===== src/rtl/output_cmd_queue.sv =====
// output_cmd_queue
//   Single-clock FIFO holding packet transmit commands for one egress
//   interface. The tag-match/packet-table lookup path writes it and the
//   per-interface transmit sequencer drains it. Command word layout:
//   {empty[2:0], in_iface[1:0], start_addr[13:0], length[7:0]}.
//
//   Read data is registered and non-showahead: q updates on the edge that
//   accepts a read and holds its value otherwise.
//
// Ports:
//   clock    rising-edge clock
//   reset_n  asynchronous active-low reset
//   sclr     synchronous clear, active high (wins over wrreq/rdreq)
//   wrreq    write request; dropped while full
//   data     write data
//   rdreq    read request; ignored while empty
//   q        registered read data
//   empty    queue holds no entries
//   full     queue holds DEPTH entries
//   usedw    occupancy, 0..DEPTH (only with OUTPUT_CMD_QUEUE_USEDW_EN)
//
// Build option:
//   OUTPUT_CMD_QUEUE_USEDW_EN  adds the usedw occupancy output.

module output_cmd_queue #(
    parameter  int WIDTH = 27,
    parameter  int DEPTH = 32,
    localparam int AW    = $clog2(DEPTH)
) (
    input  logic             clock,
    input  logic             reset_n,
    input  logic             sclr,
    input  logic             wrreq,
    input  logic [WIDTH-1:0] data,
    input  logic             rdreq,
    output logic [WIDTH-1:0] q,
`ifdef OUTPUT_CMD_QUEUE_USEDW_EN
    output logic [AW:0]      usedw,
`endif
    output logic             empty,
    output logic             full
);

    // Pointers carry one extra wrap bit so that equal indices can be told
    // apart as "empty" (same lap) or "full" (one lap apart).
    logic [AW:0]      wr_ptr;
    logic [AW:0]      rd_ptr;
    logic [WIDTH-1:0] mem [DEPTH];

    logic wr_accept;
    logic rd_accept;

    assign empty = (wr_ptr == rd_ptr);
    assign full  = (wr_ptr[AW-1:0] == rd_ptr[AW-1:0]) &&
                   (wr_ptr[AW] != rd_ptr[AW]);

    // sclr suppresses both accepts, so a write in the clearing cycle is
    // neither stored nor counted.
    assign wr_accept = wrreq && !full  && !sclr;
    assign rd_accept = rdreq && !empty && !sclr;

`ifdef OUTPUT_CMD_QUEUE_USEDW_EN
    // Modulo subtraction of the wrap-bit pointers yields 0..DEPTH directly.
    assign usedw = wr_ptr - rd_ptr;
`endif

    // NOTE: sequential state uses non-blocking assignments so every register
    // samples pre-edge values and simulation matches the synthesized flops.
    always_ff @(posedge clock or negedge reset_n) begin
        if (!reset_n) begin
            wr_ptr <= '0;
            rd_ptr <= '0;
            q      <= '0;
        end else if (sclr) begin
            wr_ptr <= '0;
            rd_ptr <= '0;
            q      <= '0;
        end else begin
            if (wr_accept) begin
                wr_ptr <= wr_ptr + 1'b1;
            end
            if (rd_accept) begin
                rd_ptr <= rd_ptr + 1'b1;
                q      <= mem[rd_ptr[AW-1:0]];
            end
        end
    end

    // NOTE: the storage array has no reset; the pointers alone define which
    // entries are valid, and a resettable array would not map to RAM.
    always_ff @(posedge clock) begin
        if (wr_accept) begin
            mem[wr_ptr[AW-1:0]] <= data;
        end
    end

endmodule


===== config.mk =====
export PLATFORM = sky130hd
export DESIGN_NAME = output_cmd_queue
export DESIGN_NICKNAME = d
export VERILOG_FILES = /design/src/rtl/output_cmd_queue.sv
export SDC_FILE = /design/constraint.sdc
export NUM_CORES = 1
export LEC_CHECK = 0
export ABC_AREA = 1
export ABC_CLOCK_PERIOD_IN_PS = 3700
export CAP_MARGIN = 5
export CORE_UTILIZATION = 53
export DETAILED_ROUTE_END_ITERATION = 10
export PLACE_DENSITY_LB_ADDON = 0.08
export SYNTH_ARGS = -nofsm -noshare
export SYNTH_HDL_FRONTEND = slang
export SYNTH_SLANG_ARGS = --single-unit

===== constraint.sdc =====
create_clock -name clock -period 3.7 [get_ports clock]
set_clock_uncertainty 0.05 [all_clocks]
set_input_delay 0.555 -clock clock [delete_from_list [all_inputs] [get_ports clock]]
set_output_delay 0.555 -clock clock [all_outputs]
set_load 0.02 [all_outputs]

==> flow_summary.toml, run 1 <==
[power_and_ir_drop]
p_leak_nw = 16.6
ir_drop_mv = 0.497
total_power_divided_by_cell_area_nw_per_um2 = 551

[floorplan]
floorplan.core_area_um2 = 71600
num_io_pins = 61
floorplan.die.width_um = 271
fp.dieArea_um2 = 73500
site_rows = 98
die_y_um = 271
start_util = 0.536

[place]
placed_cell_area_um2 = 39800
detailed_place_hpwl_um = 58900
port_buffers = 60
pre_cts_ws_ns = 0.368
gpl.final_weighted_congestion = 0.853

[finish]
layout-drive-gt1-share = 0.0740
antenna-diode-count = 0
layout_common_cells = "sky130_fd_sc_hd__nand2_1 (936), sky130_fd_sc_hd__edfxtp_1 (864), sky130_fd_sc_hd__nand3_1 (537), sky130_fd_sc_hd__inv_1 (397), sky130_fd_sc_hd__nor2_1 (260)"
stdcell_area_um2 = 42700
final_common_cell = "sky130_fd_sc_hd__nand2_1"
finalNetCount = 3570
synthToLayoutAreaGrowth_pct = 11.2

[routing]
drt_iter0_drc = 2933
finalWirelength_um = 104000
route.detailed.drc = 0
route.vias.total = 25392
number_of_nets_still_failing_antenna_checks_after_routing = 0
post_drt_wl_per_cell_um = 22.9
firstDrtPassIters = 6
vias_per_inst = 5.57

[critical_path]
r2r_setup_slack_ns = 0.51
worst_setup_path_end_kind = "output pin"
cp-startpoint = "wr_ptr[2]"
timing.rr.start = "rd_ptr[2]"
worstPathCellList = "inv_2, nand2_1, nand2_1, a21oi_2, nand2_1, nor2_1, nand2_2, inv_1, clkdlybuf4s50_1"
path_common_cell = "sky130_fd_sc_hd__nand2_1"
rr_endpoint = "mem[6][4]"
critPathKind = "reg -> out"
critical_path_peak_fanout = 10
crit_required_ns = 3.09
ff2ff_path_depth = 10
element_type_at_the_critical_path_start = "register"
crit_slowest_cell = "sky130_fd_sc_hd__clkdlybuf4s50_1"
critPathCapture = "full"
max_stage_delay_ns = 0.62
crit_arrival_ns = 2.63

[global_route]
global_route_wire_length_before_repair_um = 156000
antenna_violations_before_repair = 3
grtUsageTotal = 0.287
globalRouteOverflowTotal = 0
first_global_vias = 24999
grt_start_max_net_pins = 235

[timing]
rsz_0062_raised_after_global_routing = "false"
fmaxAchievable_ghz = 0.310
final.period_utilization = 0.873
fin_tns_setup_ns = 0
final-hold-violation-count = 0
timing_worst_slew_pin_value_ns = 1.16
final-setup-viol-count = 0
final.setup.worst_slack_ns = 0.469
min_period_ns = 3.23
relSlewSlack = 0.224
finalMaxSlewViolations = 0

[cts]
cts.reportedPaths.clkPinSlew_ns = 0.06
cts_made_buffers = 93
postCtsHoldBufs = 0
cts_root_buffer = "sky130_fd_sc_hd__clkbuf_16"
htree_levels = 3
numClockSinks = 903
cts.repair_timing.setup_buffer_count = 0
clk_path_buf_depth = 3
cts_tree = "done"
clock_latency_ns = 0.64
cts-resized-gates = 0

[synthesis]
synth_fp_nets = 3555
mappedNetlistArea_um2 = 38400
synth_area_per_cell_um2 = 10.9
postSynthCellCount = 3518
synth_warnings = 0
post_synthesis_sequential_area_ratio = 0.701
yosysUniqueCellTypes = 31
yosys_register_bits = 903

[hold_path]
worstHoldPathType = "in -> async"

[run_status]
status = "finished clean"

[job]
max_cap_violations = 0
-- worst max-delay path, delay by kind of cell, from the launching register on --
| kind | cells | cell delay, ns |
|---|---|---|
| buffers and inverters | 3 | 0.84 |
| AOI/OAI and AO/OA | 1 | 0.15 |
| DFF | 1 | 0.55 |
| and+or+nand+nor | 5 | 0.45 |
-- worst min-delay path by stage --
stage	end	slack, ns	cells past startpoint
after floorplan	q[0]	0.21	0
after global placement	q[9]	0.41	2
after detailed placement	q[11]	0.42	2
after CTS	q[21]	0.01	1
after global routing	wr_ptr[5]	0.04	1
final	rd_ptr[5]	0.03	1
-- cells in the mapped netlist (all sizes together) --
library cell,number,area share
nor3b,1,0.00020
buf,158,0.026
a21oi,1,0.00023
or2,53,0.0086
ha,5,0.0016
nand3,540,0.071
inv,403,0.040
nand2,939,0.092
xor2,10,0.0023
o21ai,121,0.016
clkinv,1,0.000098
nand4,4,0.00065
edfxtp,864,0.68
nor3,8,0.0010
o211ai,38,0.0074
dfrtp,39,0.025
nor2,292,0.029
clkbuf,41,0.0040
-- layer usage --
metal / track usage / part of all wire / up-vias
met1: 0.402 / 0.42 / 12491
met3: 0.0573 / 0.086 / 135
li1: - / - / 11733
met2: 0.457 / 0.47 / 1031
met4: 0.0825 / 0.024 / 2
met5: 0 / 0.00011 / -
-- where the power goes --
part           leakage, nW  switching (mW)  internal (mW)
registers             8.30          0.0681           11.3
clock network         1.43            3.85           5.21
logic                 6.91            2.21          0.871
-- state kept, by name, summed over array words and instances, names as in the netlist --
| register | count |
|---|---|
| wr_ptr | 6 |
| q | 27 |
| rd_ptr | 6 |
| mem | 864 |
-- cell type report --
cell class,instances,area (um2)
clock buffers,137,2640
clock inverters,33,284
fillers,5942,28900
inverters,404,1540
multi-input cells,2012,9040
flip-flops and latches,903,26900
well taps,950,1190
repair buffers,119,1050
-- per-stage QoR --
| step | std cells | total power, mW | utilization | hold WS [ns] |
|---|---|---|---|---|
| detailed placement | 4388 | 14.6 | 0.555 | 0.423 |
| floorplan | 3518 | 13.7 | - | 0.209 |
| global placement | 4388 | 14.6 | 0.555 | 0.415 |
| global route | 4558 | 24.3 | 0.596 | 0.0360 |
| CTS | 4558 | 23.6 | 0.596 | 0.0121 |
| finish | 4558 | 23.5 | 0.596 | 0.0255 |
-- kinds of logic after synthesis --
group	count (synthesis)	synth area share
simple gates	1837	0.202
flops	903	0.701
buf+inv	603	0.0693
compound gates	160	0.0234
xor+xnor	10	0.00228
fa+ha+maj	5	0.00163
Note: power is estimated with default switching activity, not from simulation.
==> run 2: changes to the inputs <==
- SKIP_CTS_REPAIR_TIMING: not set -> 1
==> results of run 2 <==
Same layout as run 1: the final DEF is identical, and so are final timing and power.
==> run 3: changes to the inputs <==
- CORE_UTILIZATION: 53 -> 45
==> run 3 against run 2 <==
First-iteration DRC count is 7.3% lower. Die area is 18% higher. Sequential cell count stayed put. Sequential share of layout area is 1.7 points lower. Clock power is 8.4% higher. Critical path depth stayed put. Worst setup slack worse by 0.27 ns. Combinational power hardly changed.
==> flow_summary.toml, run 3 (synthesized netlist as in run 1, its figures left out) <==
[power_and_ir_drop]
total_power_divided_by_cell_area_nw_per_um2 = 553
switching_share = 0.256
power_frac_seq = 0.469
internal_power_summed_over_all_cells_mw = 18.0
p_leak_nw = 17.1
net_switching_power_mw = 6.21
power.share.combinational = 0.126
clkPwrFrac = 0.405
fin_total_pwr_mw = 24.2
ir_drop_mv = 0.479

[finish]
final_common_cell = "sky130_fd_sc_hd__nand2_1"
layout_common_cells = "sky130_fd_sc_hd__nand2_1 (936), sky130_fd_sc_hd__edfxtp_1 (864), sky130_fd_sc_hd__nand3_1 (537), sky130_fd_sc_hd__inv_1 (397), sky130_fd_sc_hd__nor2_1 (260)"
stdcell_area_um2 = 43800
largest_reg_flops = 864
layout-drive-gt1-share = 0.0827
synthToLayoutAreaGrowth_pct = 14.2
final-instance-count-excl-fill = 4799
final_util = 0.521
finalNetCount = 3621

[timing]
final.setup.worst_slack_ns = 0.202
timing.hold.ws_ns = 0.447
fmaxAchievable_ghz = 0.286
fin_tns_setup_ns = 0
relSlewSlack = 0.178
final-setup-viol-count = 0
min_period_ns = 3.50
finalMaxSlewViolations = 0
final.period_utilization = 0.945
rsz_0062_raised_after_global_routing = "false"
timing_worst_slew_pin_value_ns = 1.23
final-hold-violation-count = 0

[global_route]
grtUsageTotal = 0.253
antenna_violations_before_repair = 1
globalRouteOverflowTotal = 0
global_route_wire_length_before_repair_um = 162000
first_global_vias = 24880
grt_start_max_net_pins = 253

[critical_path]
path_buf_inv = 3
worstPathCellList = "inv_2, nand2_1, nand2_1, a21oi_2, nand2_1, nor2_1, nand2_2, inv_1, clkdlybuf4s50_1"
worst_setup_path_end_kind = "output pin"
crit_required_ns = 3.09
max_stage_delay_ns = 0.64
path_delay_family = "buffers and inverters"
critical_path_peak_fanout = 10
crit_slowest_cell = "sky130_fd_sc_hd__clkdlybuf4s50_1"
crit_arrival_ns = 2.89
path_common_cell = "sky130_fd_sc_hd__nand2_1"
ff2ff_path_depth = 11
critPathKind = "reg -> out"
element_type_at_the_critical_path_start = "register"
cp.depth = 9

[cts]
cts.reportedPaths.clkPinSlew_ns = 0.06
numClockSinks = 903
clock_latency_ns = 0.65
cts_root_buffer = "sky130_fd_sc_hd__clkbuf_16"
htree_levels = 3
cts_made_buffers = 99
cts_tree = "done"
clk_path_buf_depth = 3

[floorplan]
fp.dieArea_um2 = 86500
start_util = 0.457
site_rows = 106
floorplan.die.width_um = 294
die_y_um = 294
floorplan.core_area_um2 = 84100
num_io_pins = 61

[place]
detailed_place_hpwl_um = 59800
placedCellCount = 4614
pre_cts_ws_ns = 0.633
gpl.final_weighted_congestion = 0.855
placed_cell_area_um2 = 40600
port_buffers = 60

[routing]
route.detailed.drc = 0
drt_iter0_drc = 2719
number_of_nets_still_failing_antenna_checks_after_routing = 0
route.vias.total = 25447
drt-met1-wl_um = 48700
met2_wirelength_um = 50400
met3_wirelength_um = 6730
vias_per_inst = 5.30
firstDrtPassIters = 6
highest-signal-layer = "met5"
finalWirelength_um = 108000
post_drt_wl_per_cell_um = 22.5

[hold_path]
worstHoldPathType = "reg -> reg"
min_path_cells = 2

[run_status]
status = "finished clean"

[job]
max_cap_violations = 0
## run 3: power by group through the flow
| stage | Combinational [mW] | Clock (mW) | Sequential, mW |
|---|---|---|---|
| 6_report | 3.05 | 9.82 | 11.4 |
| 5_1_grt | 3.38 | 10.4 | 11.4 |
| 4_1_cts | 3.06 | 9.99 | 11.4 |
| 3_5_place_dp | 3.05 | 0 | 11.6 |
| 3_3_place_gp | 3.04 | 0 | 11.6 |
| 2_1_floorplan | 2.05 | 0 | 11.6 |
## run 3: path summary, 6_finish.rpt
path                       startpoint           to  slack, ns
max reg2reg                 rd_ptr[1]  mem[25][17]       0.72
max                         wr_ptr[2]         full       0.20
min                              q[2]         q[2]       0.45
min in group asynchronous     reset_n        q[15]       0.50
min reg2reg                      q[2]         q[2]       0.45
max in group asynchronous     reset_n         q[8]       2.18
## run 3: cell type report
cell class,instances,area (um2)
antenna,1,2.50
clock buffer,138,2780
clock inverter,43,450
fill,7397,40200
inverter,404,1540
multi-input combinational,2012,9050
sequential,903,26900
tap,1134,1420
timing repair buffer,164,1660
## run 3: routing by layer
| metal | vias up | global-route usage |
|---|---|---|
| met1 | 12610 | 0.362 |
| li1 | 11839 | - |
| met2 | 842 | 0.406 |
| met3 | 154 | 0.0404 |
| met4 | 2 | 0.0607 |
| met5 | - | 0 |
## run 3: tightest hold or removal path, cell delays in order (launching register included)
cell                      delay (ns)
sky130_fd_sc_hd__dfrtp_1        0.35
sky130_fd_sc_hd__nand2_1        0.06
sky130_fd_sc_hd__nand2_1        0.06
